**config.mk**
```make
export PLATFORM = sky130hd
export DESIGN_NAME = wdata_chan_subo_par
export DESIGN_NICKNAME = d
export VERILOG_FILES = /design/src/rtl/wdat_pkg.sv /design/src/rtl/wdat_line_buf.sv /design/src/rtl/wdata_chan_subo_par.sv
export SDC_FILE = /design/constraint.sdc
export NUM_CORES = 1
export LEC_CHECK = 0
export CAP_MARGIN = 0
export CORE_ASPECT_RATIO = 1.1
export CORE_MARGIN = 3
export CORE_UTILIZATION = 35
export DETAILED_ROUTE_END_ITERATION = 6
export HOLD_SLACK_MARGIN = 0.12
export PLACE_DENSITY = 0.68
export REMOVE_ABC_BUFFERS = 1
export SETUP_SLACK_MARGIN = 0.02
export SLEW_MARGIN = 10
export SYNTH_ARGS = -nofsm -noshare
export SYNTH_HDL_FRONTEND = slang
export SYNTH_HIERARCHICAL = 1
export SYNTH_SLANG_ARGS = --single-unit
```
**constraint.sdc**
```tcl
create_clock -name clk -period 2 [get_ports clk]
set_clock_uncertainty 0.2 [all_clocks]
set_input_delay 0.5 -clock clk [delete_from_list [all_inputs] [get_ports clk]]
set_output_delay 0.5 -clock clk [all_outputs]
set_load 0.01 [all_outputs]
```
**src/rtl/wdat_pkg.sv**
```systemverilog
// Shared state encodings and default geometry for the write-data line assembler.
package wdat_pkg;

   localparam int unsigned DefDw    = 32;
   localparam int unsigned DefBeats = 4;

   typedef enum logic [1:0] {
      StIdle = 2'b00,
      StBinp = 2'b01,
      StDrop = 2'b10,
      StHold = 2'b11
   } wdat_state_e;

endpackage

```
**src/rtl/wdat_line_buf.sv**
```systemverilog
// Line buffer: BEATS slots of data plus byte mask, with clear-all and one-slot write.
module wdat_line_buf #(
   parameter int unsigned DW    = 32,
   parameter int unsigned BEATS = 4,
   parameter int unsigned CW    = $clog2(BEATS)
) (
   input  logic                  clk,
   input  logic                  rst,
   input  logic                  clr_i,
   input  logic                  we_i,
   input  logic [CW-1:0]         idx_i,
   input  logic [DW-1:0]         data_i,
   input  logic [DW/8-1:0]       strb_i,
   output logic [DW*BEATS-1:0]   line_data_o,
   output logic [DW/8*BEATS-1:0] line_mask_o
);

   localparam int unsigned MW = DW / 8;

   logic [DW-1:0] data_q [BEATS];
   logic [DW-1:0] data_d [BEATS];
   logic [MW-1:0] mask_q [BEATS];
   logic [MW-1:0] mask_d [BEATS];

   always_comb begin
      for (int k = 0; k < BEATS; k++) begin
         data_d[k] = data_q[k];
         mask_d[k] = mask_q[k];
      end
      if (clr_i) begin
         for (int k = 0; k < BEATS; k++) begin
            data_d[k] = '0;
            mask_d[k] = '0;
         end
      end else if (we_i) begin
         data_d[idx_i] = data_i;
         mask_d[idx_i] = strb_i;
      end
   end

   always_ff @(posedge clk) begin
      if (rst) begin
         for (int k = 0; k < BEATS; k++) begin
            data_q[k] <= '0;
            mask_q[k] <= '0;
         end
      end else begin
         for (int k = 0; k < BEATS; k++) begin
            data_q[k] <= data_d[k];
            mask_q[k] <= mask_d[k];
         end
      end
   end

   always_comb begin
      line_data_o = '0;
      line_mask_o = '0;
      for (int k = 0; k < BEATS; k++) begin
         line_data_o[k*DW +: DW] = data_q[k];
         line_mask_o[k*MW +: MW] = mask_q[k];
      end
   end

endmodule

```
**src/rtl/wdata_chan_subo_par.sv**
```systemverilog
// AXI W-channel burst assembler: collects beats into one line, drops overflow beats,
// and presents the line downstream with a valid/ready handshake.
module wdata_chan_subo_par
   import wdat_pkg::*;
#(
   parameter int unsigned DW    = DefDw,
   parameter int unsigned BEATS = DefBeats,
   parameter int unsigned CW    = $clog2(BEATS)
) (
   input  logic                  clk,
   input  logic                  rst,
   input  logic                  next_srq,
   input  logic                  wvalid,
   output logic                  wready,
   input  logic [DW-1:0]         wdata,
   input  logic [DW/8-1:0]       wstrb,
   input  logic                  wlast,
   output logic [DW*BEATS-1:0]   wdat_s_data,
   output logic [DW/8*BEATS-1:0] wdat_s_mask,
   output logic [CW:0]           wdat_s_beats,
   output logic                  wdat_s_valid,
   input  logic                  wdat_s_ready,
   output logic                  finish_swd,
   output logic                  werr
);

   localparam logic [CW:0] LastSlot = (CW+1)'(BEATS - 1);

   wdat_state_e state_q, state_d;
   logic [CW:0] cntr_q, cntr_d;
   logic        werr_q, werr_d;
   logic        buf_clr, buf_we;

   always_comb begin
      state_d      = state_q;
      cntr_d       = cntr_q;
      werr_d       = werr_q;
      buf_clr      = 1'b0;
      buf_we       = 1'b0;
      wready       = 1'b0;
      wdat_s_valid = 1'b0;
      finish_swd   = 1'b0;
      case (state_q)
         StIdle: begin
            if (next_srq) begin
               state_d = StBinp;
               cntr_d  = '0;
               buf_clr = 1'b1;
            end
         end
         StBinp: begin
            wready = 1'b1;
            if (wvalid) begin
               buf_we = 1'b1;
               cntr_d = cntr_q + 1'b1;
               if (wlast) begin
                  state_d = StHold;
               end else if (cntr_q == LastSlot) begin
                  state_d = StDrop;
               end
            end
         end
         StDrop: begin
            wready = 1'b1;
            if (wvalid) begin
               werr_d = 1'b1;
               if (wlast) begin
                  state_d = StHold;
               end
            end
         end
         StHold: begin
            wdat_s_valid = 1'b1;
            if (wdat_s_ready) begin
               finish_swd = 1'b1;
               if (next_srq) begin
                  state_d = StBinp;
                  cntr_d  = '0;
                  buf_clr = 1'b1;
               end else begin
                  state_d = StIdle;
               end
            end
         end
         default: state_d = StIdle;
      endcase
   end

   always_ff @(posedge clk) begin
      if (rst) begin
         state_q <= StIdle;
         cntr_q  <= '0;
         werr_q  <= 1'b0;
      end else begin
         state_q <= state_d;
         cntr_q  <= cntr_d;
         werr_q  <= werr_d;
      end
   end

   assign wdat_s_beats = cntr_q;
   assign werr         = werr_q;

   wdat_line_buf #(
      .DW    (DW),
      .BEATS (BEATS),
      .CW    (CW)
   ) u_line_buf (
      .clk         (clk),
      .rst         (rst),
      .clr_i       (buf_clr),
      .we_i        (buf_we),
      .idx_i       (cntr_q[CW-1:0]),
      .data_i      (wdata),
      .strb_i      (wstrb),
      .line_data_o (wdat_s_data),
      .line_mask_o (wdat_s_mask)
   );

endmodule
```
# --- Word-level counts from Yosys, hierarchy flattened ---
# Memories as Yosys holds them, arrays and structs flattened.
# Cells that the tools add are included.
totals:
  mem_bits_rw: 144
  regBits: 6
  elab_cells: 77
  memories: 2
  out_inout_bits: 151
mem_list:
  columns: ["memory", "depth", "width", "read_ports", "rd_clocked_by_memory_dff", "wr", "line_no", "text"]
  rows:
  - ["u_line_buf.data_q", 4, 32, 4, 0, 4, "wdat_line_buf.sv:20", "logic [DW-1:0] data_q [BEATS];"]
  - ["u_line_buf.mask_q", 4, 4, 4, 0, 4, "wdat_line_buf.sv:22", "logic [MW-1:0] mask_q [BEATS];"]
op_classes:
  n_bitwise: 9
  n_reduce_logical: 7
  mux: 43
  eq_ne: 10
  magnitude_cmp: 2
  add_sub_neg: 1
ops:
  columns: ["cell", "count"]
  rows:
  - ["2-to-1 mux 128 bit", 2]
  - ["2-to-1 mux 32 bit", 5]
  - ["bitwise mux 128 bit", 1]
  - ["demux 32 bit (select 2 bit)", 1]
  - ["2-to-1 mux 16 bit", 2]
  - ["2-to-1 mux 4 bit", 5]
  - ["bitwise mux 16 bit", 1]
  - ["2-to-1 mux 2 bit", 7]
  - ["2-to-1 mux 1 bit", 12]
  - ["inequality test 2 bit, second input constant", 5]
  - ["2-to-1 mux 3 bit", 3]
  - ["one-hot mux 3 bit (3 select lines)", 1]
  - ["demux 4 bit (select 2 bit)", 1]
  - ["OR 1 bit", 8]
  - ["one-hot mux 2 bit (4 select lines)", 1]
  - ["AND reduction 6 bit", 1]
  - ["== test 2 bit, second input constant", 2]
  - ["adder 3 x 1 -> 3 bit, second input constant", 1]
  - ["== test 3 x 2 -> 1 bit, second input constant", 1]
  - [">= comparator 3 bit, second input constant", 1]
  - ["< comparator 3 x 1 -> 1 bit, second input constant", 1]
  - ["inequality test 3 bit, second input constant", 1]
  - ["inverter 2 -> 3 bit", 1]
  - ["AND reduction 3 bit", 1]
  - ["7 further kinds", 7]

# --- Depth between registers and ports, before layout ---
logic_depth:
  depth_word: 9
  mapped_depth: 9
  ltp_nobuf: 6

# --- Cells and area by module ---
# The synthesis kept the hierarchy.
by_module_without_submodules:
  columns: ["module", "area_per_inst_um2", "instances", "cells_per_inst"]
  rows:
  - ["wdat_line_buf", 6241.0, 1, 531]
  - ["wdata_chan_subo_par", 434.2, 1, 49]

# --- Least setup slack after synthesis ---
# No wires, ideal clock.
synth_path:
  kind: "register -> register"
  start: "reg state_q[0]"
  end: "mem u_line_buf.data_q[3][4] (netlist: u_line_buf/data_q[0][100])"
  synth_period_minus_slack_ns: 2.054
  setup_time_ns: 0.072
  stages_incl_launch_ff: 9
  n_path_buf: 2
  slack_ns: -0.054
  t_arrival_ns: 1.783
  path_cell_list: "dfxtp_1 ha_1 and2_1 nor2_1 nor3_1 buf_6 clkbuf_1 or3b_2 mux2i_1"
synth_rtl:
  columns: ["item", "line_no", "text"]
  rows:
  - ["start: declaration", "wdata_chan_subo_par.sv:29", "wdat_state_e state_q, state_d;"]
  - ["start signal: assignment", "wdata_chan_subo_par.sv:91", "state_q <= StIdle;"]
  - ["start signal: assignment", "wdata_chan_subo_par.sv:95", "state_q <= state_d;"]
  - ["end: declaration", "wdat_line_buf.sv:20", null]

==> flow_summary_export.csv <==
group,metric,value,unit
yosys,ys_types,31,
global_route,grt_util_all_layers,19.5,%
power_and_ir_drop,p_sw,0.00323,W
timing,max_freq,470,MHz
die,initial_core_util,36.0,%
setup_path,critical-path-slowest-cell,"or3b_1",
power_and_ir_drop,pwr_density_cell,1020,nW/um^2
setup_path,worstPathRequired,2.15,ns
placed_design,dp_hpwl,11800,um
routing,vias,5322,
timing,worst_pin_slew,0.371,ns
run_status,status,"finished with violations",
cells_and_area,areaGrowthSynthToFinish,51.9,%
setup_path,rrSetupSlack,-0.13,ns
die,core,18500,um^2
routing,drt_iter0_drc,144,
routing,wl,20300,um
die,die_h,151,um
yosys,synth_area_leaders,"dfxtp_1, mux2i_1, or3b_1, or3b_2, clkbuf_1",
yosys,synth.avg_cell_area,11.5,um^2
power_and_ir_drop,vdd_ir_drop_max,0.728,mV
power_and_ir_drop,internal_power,0.00714,W
setup_path,crit_end,"u_line_buf/data_q[0][98]",
cells_and_area,nNetsFinal,840,
clock_network,h-tree-depth,4,
setup_path,cp_slowest_stage_delay,0.37,ns
cells_and_area,antenna_cells,0,
cells_and_area,post-route-util,54.7,%
global_route,grt_pass1_vias,5474,
yosys,yosysWarnings,6,
clock_network,cts_root_buf,"clkbuf_16",
yosys,ys_seq_area_share,45.0,%
setup_path,cp-end-kind,"flop",
die,rows,52,
setup_path,crit_arrival,2.27,ns
power_and_ir_drop,swShare,31.2,%
die,die-area,20800,um^2
timing,final_max_slew_viol_count,0,
clock_network,clock_latency,0.42,ns
timing,setup_ws,-0.128,ns
power_and_ir_drop,pwr-share-comb,39.9,%
timing,slew_headroom,74.6,%
timing,setup_viol,119,
run,drv_cap,0,
setup_path,timing.rr.end,"u_line_buf/data_q[0][98]",
global_route,grt_antenna_before_repair,0,
clock_network,clk_path_buf_depth,2,
global_route,grt-ovfl-total,0,
placed_design,port_buffers,192,
yosys,synth_seq_cells,150,
global_route,grt_max_degree,100,
timing,fin_crit,2.13,ns
setup_path,start_kind,"flop",
routing,vias_per_cell,5.08,
yosys,syn_area,6680,um^2
timing,rsz0062_at_grt,"yes",
cells_and_area,layout_commonest_cell,"dlygate4sd2_1",
placed_design,finalWeightedCongestion,0.815,
setup_path,critPathKind,"flop to flop",
routing,firstDrtPassIters,4,
setup_path,cp.buffers_inverters,4,
routing,drc,0,
cells_and_area,layout_common_cells,"dlygate4sd2_1, dfxtp_1, mux2i_1",
hold_path,hold_path.class,"flop to flop",
power_and_ir_drop,p_seq_share,30.9,%
setup_path,cp_max_fo,11,
power_and_ir_drop,p_clk_share,29.2,%
cells_and_area,fillers,1579,
setup_path,critPathLaunch,"state_q[0]",
routing,drtAntennaViolNets,0,
timing,fin_setup_tns,-6.15,ns
global_route,grt_pass1_wl,31200,um
clock_network,cts.sinks,150,
run_status,violations,"negative setup slack",
setup_path,reg2reg_depth,10,
clock_network,clkSlewWorstSetupHoldPaths,0.06,ns
die,ios,193,
cells_and_area,drive_gt1_share,23.5,%
placed_design,placed_cells,992,
die,die_x,138,um
routing,wl_per_cell,19.4,um
setup_path,rr_startpoint,"state_q[0]",
cells_and_area,final_area,10100,um^2
yosys,postSynthCellCount,580,
yosys,yosys.area.top_type_share,45.0,%
placed_design,dpl_cell_area,9020,um^2
setup_path,crit_chain,"ha_4 > and2_4 > nor2_4 > nor3_4 > buf_12 > buf_12 > buf_12 > buf_16 > or3b_1 > mux2i_1",
timing,hold_viol,0,
power_and_ir_drop,p_leak,5.02,nW
setup_path,critical_path_depth,10,
yosys,yosysTopAreaCell,"dfxtp_1",
clock_network,cts_tree,"built",
setup_path,cp_common_cell,"buf_12",
setup_path,cp_top_family,"simple AND/OR/NAND/NOR gates",
timing,finalCritPeriodShare,106,%
placed_design,dpl_worst_slack,-0.572,ns
clock_network,cts_buffers,17,
cells_and_area,fin_cells,1047,
## synthesized netlist by cell type
cell type,n
inv_1,4
a211oi_1,1
or3b_1,101
nor3_1,1
or3b_2,80
buf_1,1
nand2_1,2
and3_2,1
ha_1,7
buf_2,14
nand3b_1,3
or2b_2,1
dfxtp_1,150
a221oi_1,1
a2bb2oi_1,1
a21oi_1,5
o31ai_1,3
mux2_2,1
nor2_1,3
or4_1,3
and3b_2,1
and2_2,1
nand3_1,1
buf_6,4
nand2b_1,2
and2_1,1
mux2i_1,146
nor2b_1,1
or2b_1,1
buf_8,3
clkbuf_1,36
## per-layer routing
layer	GRT usage (%)	up-vias	wire length, um
met3	5.08	27	1240
li1	-	2535	-
met4	6.64	0	367
met5	0	-	0
met2	31.9	152	9790
met1	24.8	2608	8940
## state kept, by name, summed over array words and instances (netlist names)
signal	cells
state_q	2
wdat_s_beats	3
u_line_buf/data_q	128
u_line_buf/mask_q	16
werr	1
## cell families after synthesis
kind of cell	Yosys count	synth area share, %
compound gates	11	1.09
fa+ha+maj	7	1.31
buf+inv	62	4.70
flops	150	45.0
mux	147	22.1
simple gates	203	25.8
## worst min-delay path: stages, from the launching register on
cell and delay [ns]:
dfxtp_1 0.33, o31ai_1 0.07, a21oi_1 0.06
## worst min-delay path by stage
stage | startpoint | to | slack [ns] | depth (start not counted)
after floorplan | state_q[1] | state_q[1] | 0.28 | 2
after global placement | wdat_s_beats[2] | wdat_s_beats[2] | 0.28 | 2
after detailed placement | werr | werr | 0.27 | 2
after CTS | wdat_s_beats[2] | wdat_s_beats[2] | 0.30 | 2
after global routing | werr | werr | 0.32 | 2
final | wdat_s_beats[2] | wdat_s_beats[2] | 0.30 | 2
## through the flow
step / total power (W) / hold slack (ns)
2_1_floorplan: 0.00401 / 0.281
3_3_place_gp: 0.00538 / 0.284
3_5_place_dp: 0.00546 / 0.274
4_1_cts: 0.0102 / 0.295
5_1_grt: 0.0108 / 0.316
6_report: 0.0104 / 0.299
## repair_timing
item,4_1_cts,5_1_grt
pin swaps,36,55
hold endpoints to repair,0,0
buffers inserted,6,6
gates resized for setup,229,28
gates cloned,13,0
hold buffers,0,0
setup endpoints to repair,297,151
## layout make-up
type / instances / area [um^2] / share of cell area [%]
Tap cell: 243 / 304 / 3.00
Clock buffer: 20 / 447 / 4.40
Clock inverter: 12 / 104 / 1.02
Timing Repair Buffer: 250 / 2680 / 26.4
Inverter: 4 / 15.0 / 0.148
Multi-Input combinational cell: 368 / 3590 / 35.4
Sequential cell: 150 / 3010 / 29.7
## power groups by stage
stage / clock network, W / registers (W) / logic (W)
finish: 0.00302 / 0.00321 / 0.00414
global route: 0.00320 / 0.00322 / 0.00436
CTS: 0.00308 / 0.00319 / 0.00397
detailed placement: 0 / 0.00326 / 0.00221
global placement: 0 / 0.00325 / 0.00213
floorplan: 0 / 0.00327 / 0.000741
Note: power is estimated with default switching activity, not from simulation.
